--- src/rtl/double_to_sig16b.sv ---
// Converts an IEEE-754 double into a 16-bit sign-magnitude codec sample (one shift bit per cycle).
// Latency: 2 edges for special/out-of-range operands, 17-E edges for 0<=E<=14 (E = unbiased exponent).
// No backpressure: start is accepted every cycle and aborts any conversion in flight.
//
// Ports:
//   clk     rising-edge clock
//   rst     synchronous active-high reset, overrides all other inputs
//   start   one-cycle load strobe, samples double
//   double  IEEE-754 double operand (bits [36:0] are not used)
//   sig16b  result, [15] sign, [14:0] magnitude
//   stop    done level, high from result write until the next start or rst
//   ovf     saturation / invalid flag, meaningful while stop=1
//
// Build option: D2S_ROUND_EN selects round-to-nearest (ties away from zero) via the
// guard bit; without it the conversion truncates toward zero.

module double_to_sig16b (
    input  logic        clk,
    input  logic        rst,
    input  logic        start,
    input  logic [63:0] double,
    output logic [15:0] sig16b,
    output logic        stop,
    output logic        ovf
);

    typedef enum logic [2:0] {
        IDLE     = 3'd0,
        CLASSIFY = 3'd1,
        SHIFT    = 3'd2,
        ROUND    = 3'd3,
        DONE     = 3'd4
    } state_t;

    state_t      state, state_nxt;
    logic        sgn, sgn_nxt;
    logic [10:0] exp_r, exp_nxt;
    logic [15:0] sig, sig_nxt;
    logic [3:0]  cnt, cnt_nxt;
    logic        guard, guard_nxt;
    logic        pend_ovf, pend_ovf_nxt;
    logic [15:0] sig16b_nxt;
    logic        stop_nxt, ovf_nxt;

    logic        rnd;
    logic [15:0] sum;
    logic [14:0] mag;
    logic        sum_ovf;

    // Low fraction bits carry no weight in a 16-bit result.
    logic        unused_bits;
    assign unused_bits = ^double[36:0];

`ifdef D2S_ROUND_EN
    assign rnd = guard;
    localparam logic [15:0] HALF_MAG = 16'h0001;
`else
    logic        unused_guard;
    assign unused_guard = guard;
    assign rnd = 1'b0;
    localparam logic [15:0] HALF_MAG = 16'h0000;
`endif

    assign sum     = {1'b0, sig[14:0]} + {15'd0, rnd};
    assign sum_ovf = sum[15];
    assign mag     = sum_ovf ? 15'h7FFF : sum[14:0];

    always_comb begin
        state_nxt    = state;
        sgn_nxt      = sgn;
        exp_nxt      = exp_r;
        sig_nxt      = sig;
        cnt_nxt      = cnt;
        guard_nxt    = guard;
        pend_ovf_nxt = pend_ovf;
        sig16b_nxt   = sig16b;
        stop_nxt     = stop;
        ovf_nxt      = ovf;

        if (start) begin
            // Restart from any state; old sig16b/ovf stay visible until overwritten.
            state_nxt    = CLASSIFY;
            sgn_nxt      = double[63];
            exp_nxt      = double[62:52];
            sig_nxt      = {1'b1, double[51:37]};
            cnt_nxt      = 4'd0;
            guard_nxt    = 1'b0;
            pend_ovf_nxt = 1'b0;
            stop_nxt     = 1'b0;
        end else begin
            case (state)
                CLASSIFY: begin
                    // Special results are preloaded into sig with guard=0 and committed
                    // by ROUND, so every result leaves through a single write point.
                    guard_nxt    = 1'b0;
                    pend_ovf_nxt = 1'b0;
                    state_nxt    = ROUND;
                    if (exp_r == 11'h7FF && sig[14:0] != 15'd0) begin
                        sig_nxt      = 16'h0000;
                        sgn_nxt      = 1'b0;
                        pend_ovf_nxt = 1'b1;
                    end else if (exp_r >= 11'd1038) begin
                        // Inf and E>=15 both saturate with the operand sign.
                        sig_nxt      = 16'h7FFF;
                        pend_ovf_nxt = 1'b1;
                    end else if (exp_r <= 11'd1021) begin
                        sig_nxt = 16'h0000;
                    end else if (exp_r == 11'd1022) begin
                        sig_nxt = HALF_MAG;
                    end else begin
                        // cnt = 15-E = 1038-e; 1038 mod 16 = 14 and the result fits in 4 bits.
                        cnt_nxt   = 4'd14 - exp_r[3:0];
                        state_nxt = SHIFT;
                    end
                end
                SHIFT: begin
                    sig_nxt   = sig >> 1;
                    guard_nxt = sig[0];
                    cnt_nxt   = cnt - 4'd1;
                    if (cnt == 4'd1) state_nxt = ROUND;
                end
                ROUND: begin
                    sig16b_nxt = {sgn & (mag != 15'd0), mag};
                    ovf_nxt    = pend_ovf | sum_ovf;
                    stop_nxt   = 1'b1;
                    state_nxt  = DONE;
                end
                default: ;
            endcase
        end
    end

    always_ff @(posedge clk) begin
        if (rst) begin
            state    <= IDLE;
            sgn      <= 1'b0;
            exp_r    <= 11'd0;
            sig      <= 16'd0;
            cnt      <= 4'd0;
            guard    <= 1'b0;
            pend_ovf <= 1'b0;
            sig16b   <= 16'h0000;
            stop     <= 1'b0;
            ovf      <= 1'b0;
        end else begin
            state    <= state_nxt;
            sgn      <= sgn_nxt;
            exp_r    <= exp_nxt;
            sig      <= sig_nxt;
            cnt      <= cnt_nxt;
            guard    <= guard_nxt;
            pend_ovf <= pend_ovf_nxt;
            sig16b   <= sig16b_nxt;
            stop     <= stop_nxt;
            ovf      <= ovf_nxt;
        end
    end

endmodule

--- config.mk ---
export PLATFORM = sky130hd
export DESIGN_NAME = double_to_sig16b
export DESIGN_NICKNAME = d
export VERILOG_FILES = /design/src/rtl/double_to_sig16b.sv
export SDC_FILE = /design/constraint.sdc
export NUM_CORES = 1
export LEC_CHECK = 0
export BUFFER_PORTS_ARGS = -buffer_cell sky130_fd_sc_hd__buf_4
export CAP_MARGIN = 20
export CORE_MARGIN = 2
export CORE_UTILIZATION = 45
export CTS_CLUSTER_DIAMETER = 60
export DETAILED_ROUTE_END_ITERATION = 16
export GPL_ROUTABILITY_DRIVEN = 1
export PLACE_DENSITY = 0.88
export SYNTH_ARGS = -nofsm -noshare
export SYNTH_HDL_FRONTEND = slang
export SYNTH_SLANG_ARGS = --single-unit
--- constraint.sdc ---
create_clock -name clk -period 2.06 [get_ports clk]
set_input_delay 0.412 -clock clk [delete_from_list [all_inputs] [get_ports clk]]
set_output_delay 0.412 -clock clk [all_outputs]
set_load 0.1 [all_outputs]
## Word-level counts from Yosys, hierarchy flattened

Cells that the tools add are included.

| cells by class | value |
|---|---|
| add/subtract/negate cells | 2 |
| $mul | 0 |
| div/mod/pow operators | 0 |
| $lt $le $gt $ge | 2 |
| equal/unequal tests | 13 |
| shift-type cells | 0 |
| multiplexer cells | 23 |
| bitwise logic cells | 2 |
| reductions and logical operators | 15 |

Operators by type and width:

| kind | count |
|---|---|
| 16-bit two-way mux | 5 |
| 16-bit one-hot mux with 2 select lines | 1 |
| 4-bit two-way mux | 4 |
| 15-bit nonzero test | 1 |
| 11-bit by 10-bit == test with 1-bit output, second input constant | 1 |
| 11-bit == test, second input constant | 1 |
| 11-bit greater-or-equal comparator, second input constant | 1 |
| 11-bit by 10-bit less-or-equal comparator with 1-bit output, second input constant | 1 |
| 1-bit two-way mux | 10 |
| 2-bit inequality test, second input constant | 5 |
| 2-bit AND reduction | 5 |
| 3-bit one-hot mux with 3 select lines | 1 |
| 4-bit one-hot mux with 2 select lines | 1 |
| 3-bit by 2-bit == test with 1-bit output, second input constant | 2 |
| 6-bit inequality test, second input constant | 1 |
| 2-bit nonzero test | 3 |
| 3-bit nonzero test | 2 |
| 5-bit AND reduction | 1 |
| 4-bit by 1-bit == test with 1-bit output, second input constant | 1 |
| 4-bit nonzero test | 1 |
| 4-bit by 1-bit subtractor with 4-bit output, second input constant | 1 |
| 4-bit subtractor, first input constant | 1 |
| 3-bit by 1-bit == test with 1-bit output, second input constant | 1 |
| 3-bit two-way mux | 1 |
| other kinds (5) | 5 |

| storage, ports and cells | value |
|---|---|
| bits in registers | 54 |
| bits in latches | 0 |
| RAM bits | 0 |
| memory bits (read-only) | 0 |
| bits of input ports | 67 |
| output and inout bits | 18 |
| word-level logic and storage cells | 67 |
| memories kept | 0 |

## Logic depth before layout (Yosys ltp)

Gate-level depths: netlist (run 1).

| logic depth | value |
|---|---|
| depth in word-level cells | 7 |
| mapped depth | 9 |
| gate-level depth less buffers | 7 |

## Worst setup path before layout (run 1)

OpenSTA, ideal clock, no wires.

| timing path | value |
|---|---|
| kind | reg2reg |
| from | register exp_r[1] |
| to | register sig[10] |
| library setup time | 0.117 ns |
| data arrival time | 1.886 ns |
| data required time | 1.943 ns |
| path slack | 0.058 ns |
| cell stages (with the launch flop) | 9 |
| buffers on the path | 2 |
| period minus slack after synthesis | 2.002 ns |
| cell sequence | dfxtp_1 > ha_1 > o211ai_1 > and4_1 > a211o_4 > and3_4 > buf_6 > buf_8 > a22o_1 |

| on the way | value |
|---|---|
| word-level cells in the longest chain between the ends | 6 |
| elaborated cells between the ends (all ways) | 12 |
| classes of those cells | order compare (2); eq/ne (3); mux (5); reduce/logical (2) |

Ends and longest elaborated chain:

| what | line | RTL |
|---|---|---|
| start: declaration | 37 | `logic [10:0] exp_r, exp_nxt;` |
| start signal: assignment | 148 | `exp_r <= exp_nxt;` |
| 11-bit by 10-bit less-or-equal comparator with 1-bit output | 106 | `end else if (exp_r <= 11'd1021) begin` |
| 16-bit two-way mux | 106 |  |
| 16-bit two-way mux | 102 | `end else if (exp_r >= 11'd1038) begin` |
| 16-bit two-way mux | 98 | `if (exp_r == 11'h7FF && sig[14:0] != 15'd0) begin` |
| 16-bit one-hot mux with 2 select lines | 91 | `case (state)` |
| 16-bit two-way mux | 80 | `if (start) begin` |
| end signal: assignment | 149 | `sig <= sig_nxt;` |
| end: declaration | 38 | `logic [15:0] sig, sig_nxt;` |

Parallel ways exist; a longest one is shown, timed or not.
A chain may end at the register's enable or synchronous reset.

## Worst setup path in the final report (run 1)

| timing path | value |
|---|---|
| from | register exp_r[1] |
| to | register sig[13] |

Same word-level chain as after synthesis.

==> flow_summary.ini, run 1 <==
[routing]
ant_nets = 0
wl_mm = 5.74
vias = 2271
detail_route.wl_per_cell_microns = 14.2
first_pass_iters = 5
drc = 0
routed_via_density = 5.64
drt_iter0_markers = 226

[sta]
max_freq_mhz = 517
drv_slew = 0
setup_viol = 0
fin_setup_tns_ns = 0
fin_crit_sh_pct = 93.9
relSlewSlack_pct = 54.5
rsz0062_at_grt = false
hold_viol = 0
fin_crit_ns = 1.94
hold_ws_ns = 0.332
layout_setup_ws_ns = 0.125
finClkSkew_ns = 0.00420
worstMarginPinSlew_ns = 0.682

[critical_path]
path_depth = 6
crit_chain = ha_1 > o211ai_1 > and4_2 > a211o_4 > and3_4 > a22o_1
cp.required_ns = 2.27
crit_family = compound AO/OA/AOI/OAI gates
critical_path_class = register to register
crit_path_end_kind = register
cp_slowest_cell = dfxtp_1
worst_setup_path_start_kind = register
arrival_ns = 2.14
cpPeakStageDelay_ns = 0.39
path_buf_inv = 0
crit_fanout = 15
r2r_cells = 6

[grt]
grt_max_degree = 35
grt_pass1_vias = 2169
grt_overflow = 0
grt_pass1_wl_mm = 9.71
grt_util_all_layers_pct = 19.6
antenna_found_initial = 0

[cts]
cts_tree = built
cts_root_buf = clkbuf_8
worstSkewPairLatency_ns = 0.31
cts-hold-fix-buffers = 0
htreeDepth = 2
cts_sinks = 54
cts_made_buffers = 5
clockBufferDepth = 2
clk_pin_slew_worst_paths_ns = 0.09

[synthesis]
ys_async_sr_fraction_pct = 0
synth_cell_types = 46
netlist_area_sq_mm = 0.00249
synth_fp_nets = 357
ys_ff_latch = 54
ys.flop_type = dfxtp_1
yosys_warnings = 0
synth_enable_flop_cells = 0
syn-instance-count = 284
yosysSeqAreaShare_pct = 43.3
syn_avg_cell_area_sq_um = 8.78

[finish]
seq_area_sq_mm = 0.00108
n_fill_cell = 509
final_common_cell = buf_4
fin_cells = 403
num_antenna_cells = 0
multi_input_area_sq_mm = 0.00129
area_delta_synth_final_pct = 22.1
drive_above_1_share_pct = 22.7
layout_common_cells = 58 x buf_4, 54 x dfxtp_1, 39 x nand2_1, 37 x a21oi_1, 20 x nor2_1
finalNetCount = 403
fin_util_pct = 56.0
finish.instance_area_sq_mm = 0.00305

[outcome]
status = complete, no violations

[power_and_ir_drop]
power_frac_seq_pct = 55.5
ir_drop_mv = 0.383
leakage_nw = 1.25
total_power_mw = 2.06
switching_share_pct = 26.3
switchingPower_mw = 0.541
clockPowerShare_pct = 29.7
power.internal_mw = 1.51
power_density_mw_per_mm2 = 675
power_frac_comb_pct = 14.8

[place]
dp_hpwl_mm = 4.20
dp_slack_ns = 0.104
placed_cell_area_sq_mm = 0.00294
gp_congestion = 0.828
numPortBuffers = 47
placed_cells = 395

[floorplanning]
die_h_microns = 78.5
fp.dieW_microns = 78.5
core_area_sq_mm = 0.00544
die_area_sq_mm = 0.00616
initial_core_util_pct = 45.9
rows = 27
ioPinCount = 85

[min_path]
hold_class = input port to register
hold_depth = 3

[flow_run]
drv_cap = 0
-- worst paths after layout --
kind	start	endpoint	slack [ns]
setup / recovery	exp_r[1]	sig[13]	0.12
hold / removal	double[52]	exp_r[0]	0.33
setup reg to reg	exp_r[1]	sig[13]	0.12
hold reg to reg	sig16b[0]	sig16b[0]	0.46
-- cells in the mapped netlist (all sizes together), types with 2 or more instances --
cell     instances  share of area [%]
a211o            2                1.1
and3             4                1.2
or3              2               0.50
buf              6                2.0
a21oi           37                7.4
clkbuf          14                2.1
ha               6                3.0
a211oi           2               0.60
nand3b           2               0.60
a2bb2oi         15                5.3
and4             2               0.70
o31ai            2               0.60
nand2           39                5.9
nor2            20                3.0
o22ai            2               0.50
o21ai            6                1.2
a31oi            4                1.6
nor4             6                1.5
inv              8                1.2
nand4            2               0.50
a22o            15                5.3
dfxtp           54                 43
nand3            4               0.80
nor3             4               0.80
mux2i           12                4.8
o211ai           2               0.60
-- timing repair --
action	4_1_cts	5_1_grt
resized for setup	0	2
setup endpoints to repair	0	1
setup buffers	0	0
-- sequential cells by signal (all words and copies together), names as in the netlist --
name	cells
state	3
pend_ovf	1
stop	1
sgn	1
exp_r	11
ovf	1
sig16b	16
cnt	4
sig	16
-- logic make-up after synthesis --
logic type      synth area share, %
compound gates                 25.5
simple gates                   17.4
flops                          43.3
buf+inv                        5.32
mux                            4.81
fa+ha+maj                      3.01
xor+xnor                      0.702
-- per-layer routing --
layer / GRT usage, % / vias to the layer above / share of wire (%)
li1: - / 1119 / -
met1: 22.1 / 1063 / 39
met2: 37.2 / 77 / 53
met3: 3.45 / 12 / 5.9
met4: 6.14 / 0 / 1.6
met5: 0 / - / 0
-- power by group through the flow --
stage               combinational, mW  sequential (mW)  clock (mW)
floorplan                       0.197             1.16           0
global placement                0.292             1.16           0
detailed placement              0.301             1.16           0
CTS                             0.302             1.14       0.625
global route                    0.334             1.15       0.669
finish                          0.304             1.14       0.611
-- worst min-delay path, delay by kind of cell --
family	cells	cell delay [ns]
buffers and inverters	1	0.08
multiplexers	1	0.05
AND/OR/NAND/NOR	1	0.07
-- layout make-up --
cell class / instances / area share, %
Sequential cell: 54 / 35.5
Inverter: 8 / 0.986
Timing Repair Buffer: 59 / 15.0
Multi-Input combinational cell: 202 / 42.5
Clock inverter: 2 / 0.411
Clock buffer: 6 / 2.71
Tap cell: 72 / 2.96
(Power assumes the default switching activity.)
==> run 2: changes to the inputs <==
Settings changed: ABC_CLOCK_PERIOD_IN_PS from default to 2060, PLACE_DENSITY 0.88 to 0.76, SLEW_MARGIN from default to 20.
==> flow_summary.ini, run 2 (synthesis gave the netlist of run 1 again) <==
[outcome]
status = complete, no violations

[place]
placed_cells = 401
gp_congestion = 0.823
placed_cell_area_sq_mm = 0.00299
dp_hpwl_mm = 4.22
numPortBuffers = 47
dp_slack_ns = 0.128

[sta]
layout_setup_ws_ns = 0.150
hold_ws_ns = 0.344
relSlewSlack_pct = 67.0
hold_viol = 0
rsz0062_at_grt = false
setup_viol = 0
worstMarginPinSlew_ns = 0.491
fin_crit_ns = 1.91
fin_setup_tns_ns = 0
finClkSkew_ns = 0.00780
drv_slew = 0
fin_crit_sh_pct = 92.7
max_freq_mhz = 524

[critical_path]
arrival_ns = 2.12
crit_path_end_kind = register
cpPeakStageDelay_ns = 0.35
cp_slowest_cell = a211o_1
cp.required_ns = 2.27
crit_family = compound AO/OA/AOI/OAI gates
worst_setup_path_start_kind = register
crit_fanout = 4
path_buf_inv = 1
crit_chain = inv_1 > ha_1 > o211ai_1 > and4_1 > nor2_1 > a211o_1 > a211oi_1
critical_path_class = register to register

[finish]
fin_util_pct = 56.8
seq_area_sq_mm = 0.00108
num_antenna_cells = 0
final_common_cell = buf_4
layout_common_cells = 64 x buf_4, 54 x dfxtp_1, 39 x nand2_1, 37 x a21oi_1, 20 x nor2_1
fin_cells = 409
reg.largest.list = sig16b x16, sig x16, exp_r x11
finish.instance_area_sq_mm = 0.00309
drive_above_1_share_pct = 23.4
multi_input_area_sq_mm = 0.00129
finalNetCount = 409
n_fill_cell = 503
area_delta_synth_final_pct = 23.8

[floorplanning]
ioPinCount = 85
die_h_microns = 78.5
fp.dieW_microns = 78.5
initial_core_util_pct = 45.9
core_area_sq_mm = 0.00544
die_area_sq_mm = 0.00616
rows = 27

[grt]
grt_max_degree = 35
grt_overflow = 0
antenna_found_initial = 0
grt_util_all_layers_pct = 19.4
grt_pass1_wl_mm = 9.63
grt_pass1_vias = 2099

[cts]
cts_tree = built
cts_resized = 0
clockBufferDepth = 2
cts_sinks = 54
clk_pin_slew_worst_paths_ns = 0.09
cts_root_buf = clkbuf_8
worstSkewPairLatency_ns = 0.30
cts-hold-fix-buffers = 0
post-cts-setup-buffers = 0
htreeDepth = 2
cts_made_buffers = 5

[power_and_ir_drop]
leakage_nw = 1.28
switching_share_pct = 26.0
total_power_mw = 2.06
ir_drop_mv = 0.389
switchingPower_mw = 0.536
power_frac_comb_pct = 15.0
power.internal_mw = 1.53
clockPowerShare_pct = 29.7
power_frac_seq_pct = 55.3
power_density_mw_per_mm2 = 668

[routing]
vias = 2244
wl_mm = 5.76
drc = 0
drt_iter0_markers = 161
ant_nets = 0
first_pass_iters = 4
detail_route.wl_per_cell_microns = 14.1
routed_via_density = 5.49

[min_path]
hold_class = input port to register

[flow_run]
drv_cap = 0
-- run 2: routing by layer --
| metal | share of wire [%] | global-route usage [%] |
|---|---|---|
| met5 | 0 | 0 |
| met4 | 0.80 | 4.21 |
| met3 | 4.8 | 3.56 |
| met2 | 52 | 36.0 |
| met1 | 42 | 23.1 |
-- run 2: worst min-delay path: stages --
cell     delay (ns)
buf_4          0.08
mux2i_1        0.05
nor2_1         0.07
-- run 2: worst paths after layout --
kind	start	to	slack [ns]	depth (start not counted)
hold / removal	double[60]	exp_r[8]	0.34	3
setup reg to reg	exp_r[0]	cnt[1]	0.15	7
hold reg to reg	stop	stop	0.45	2
setup / recovery	exp_r[0]	cnt[1]	0.15	7
-- run 2: final cells by class --
cell class / count / area share, %
Inverter: 8 / 0.972
Timing Repair Buffer: 65 / 16.2
Sequential cell: 54 / 35.0
Clock inverter: 1 / 0.284
Multi-Input combinational cell: 202 / 41.8
Tap cell: 72 / 2.92
Clock buffer: 7 / 2.79
-- run 2: power by group through the flow --
stage / Combinational, mW / Clock [mW] / Sequential [mW]
floorplan: 0.197 / 0 / 1.16
global placement: 0.302 / 0 / 1.16
detailed placement: 0.308 / 0 / 1.16
CTS: 0.310 / 0.625 / 1.14
global route: 0.340 / 0.668 / 1.15
finish: 0.309 / 0.613 / 1.14
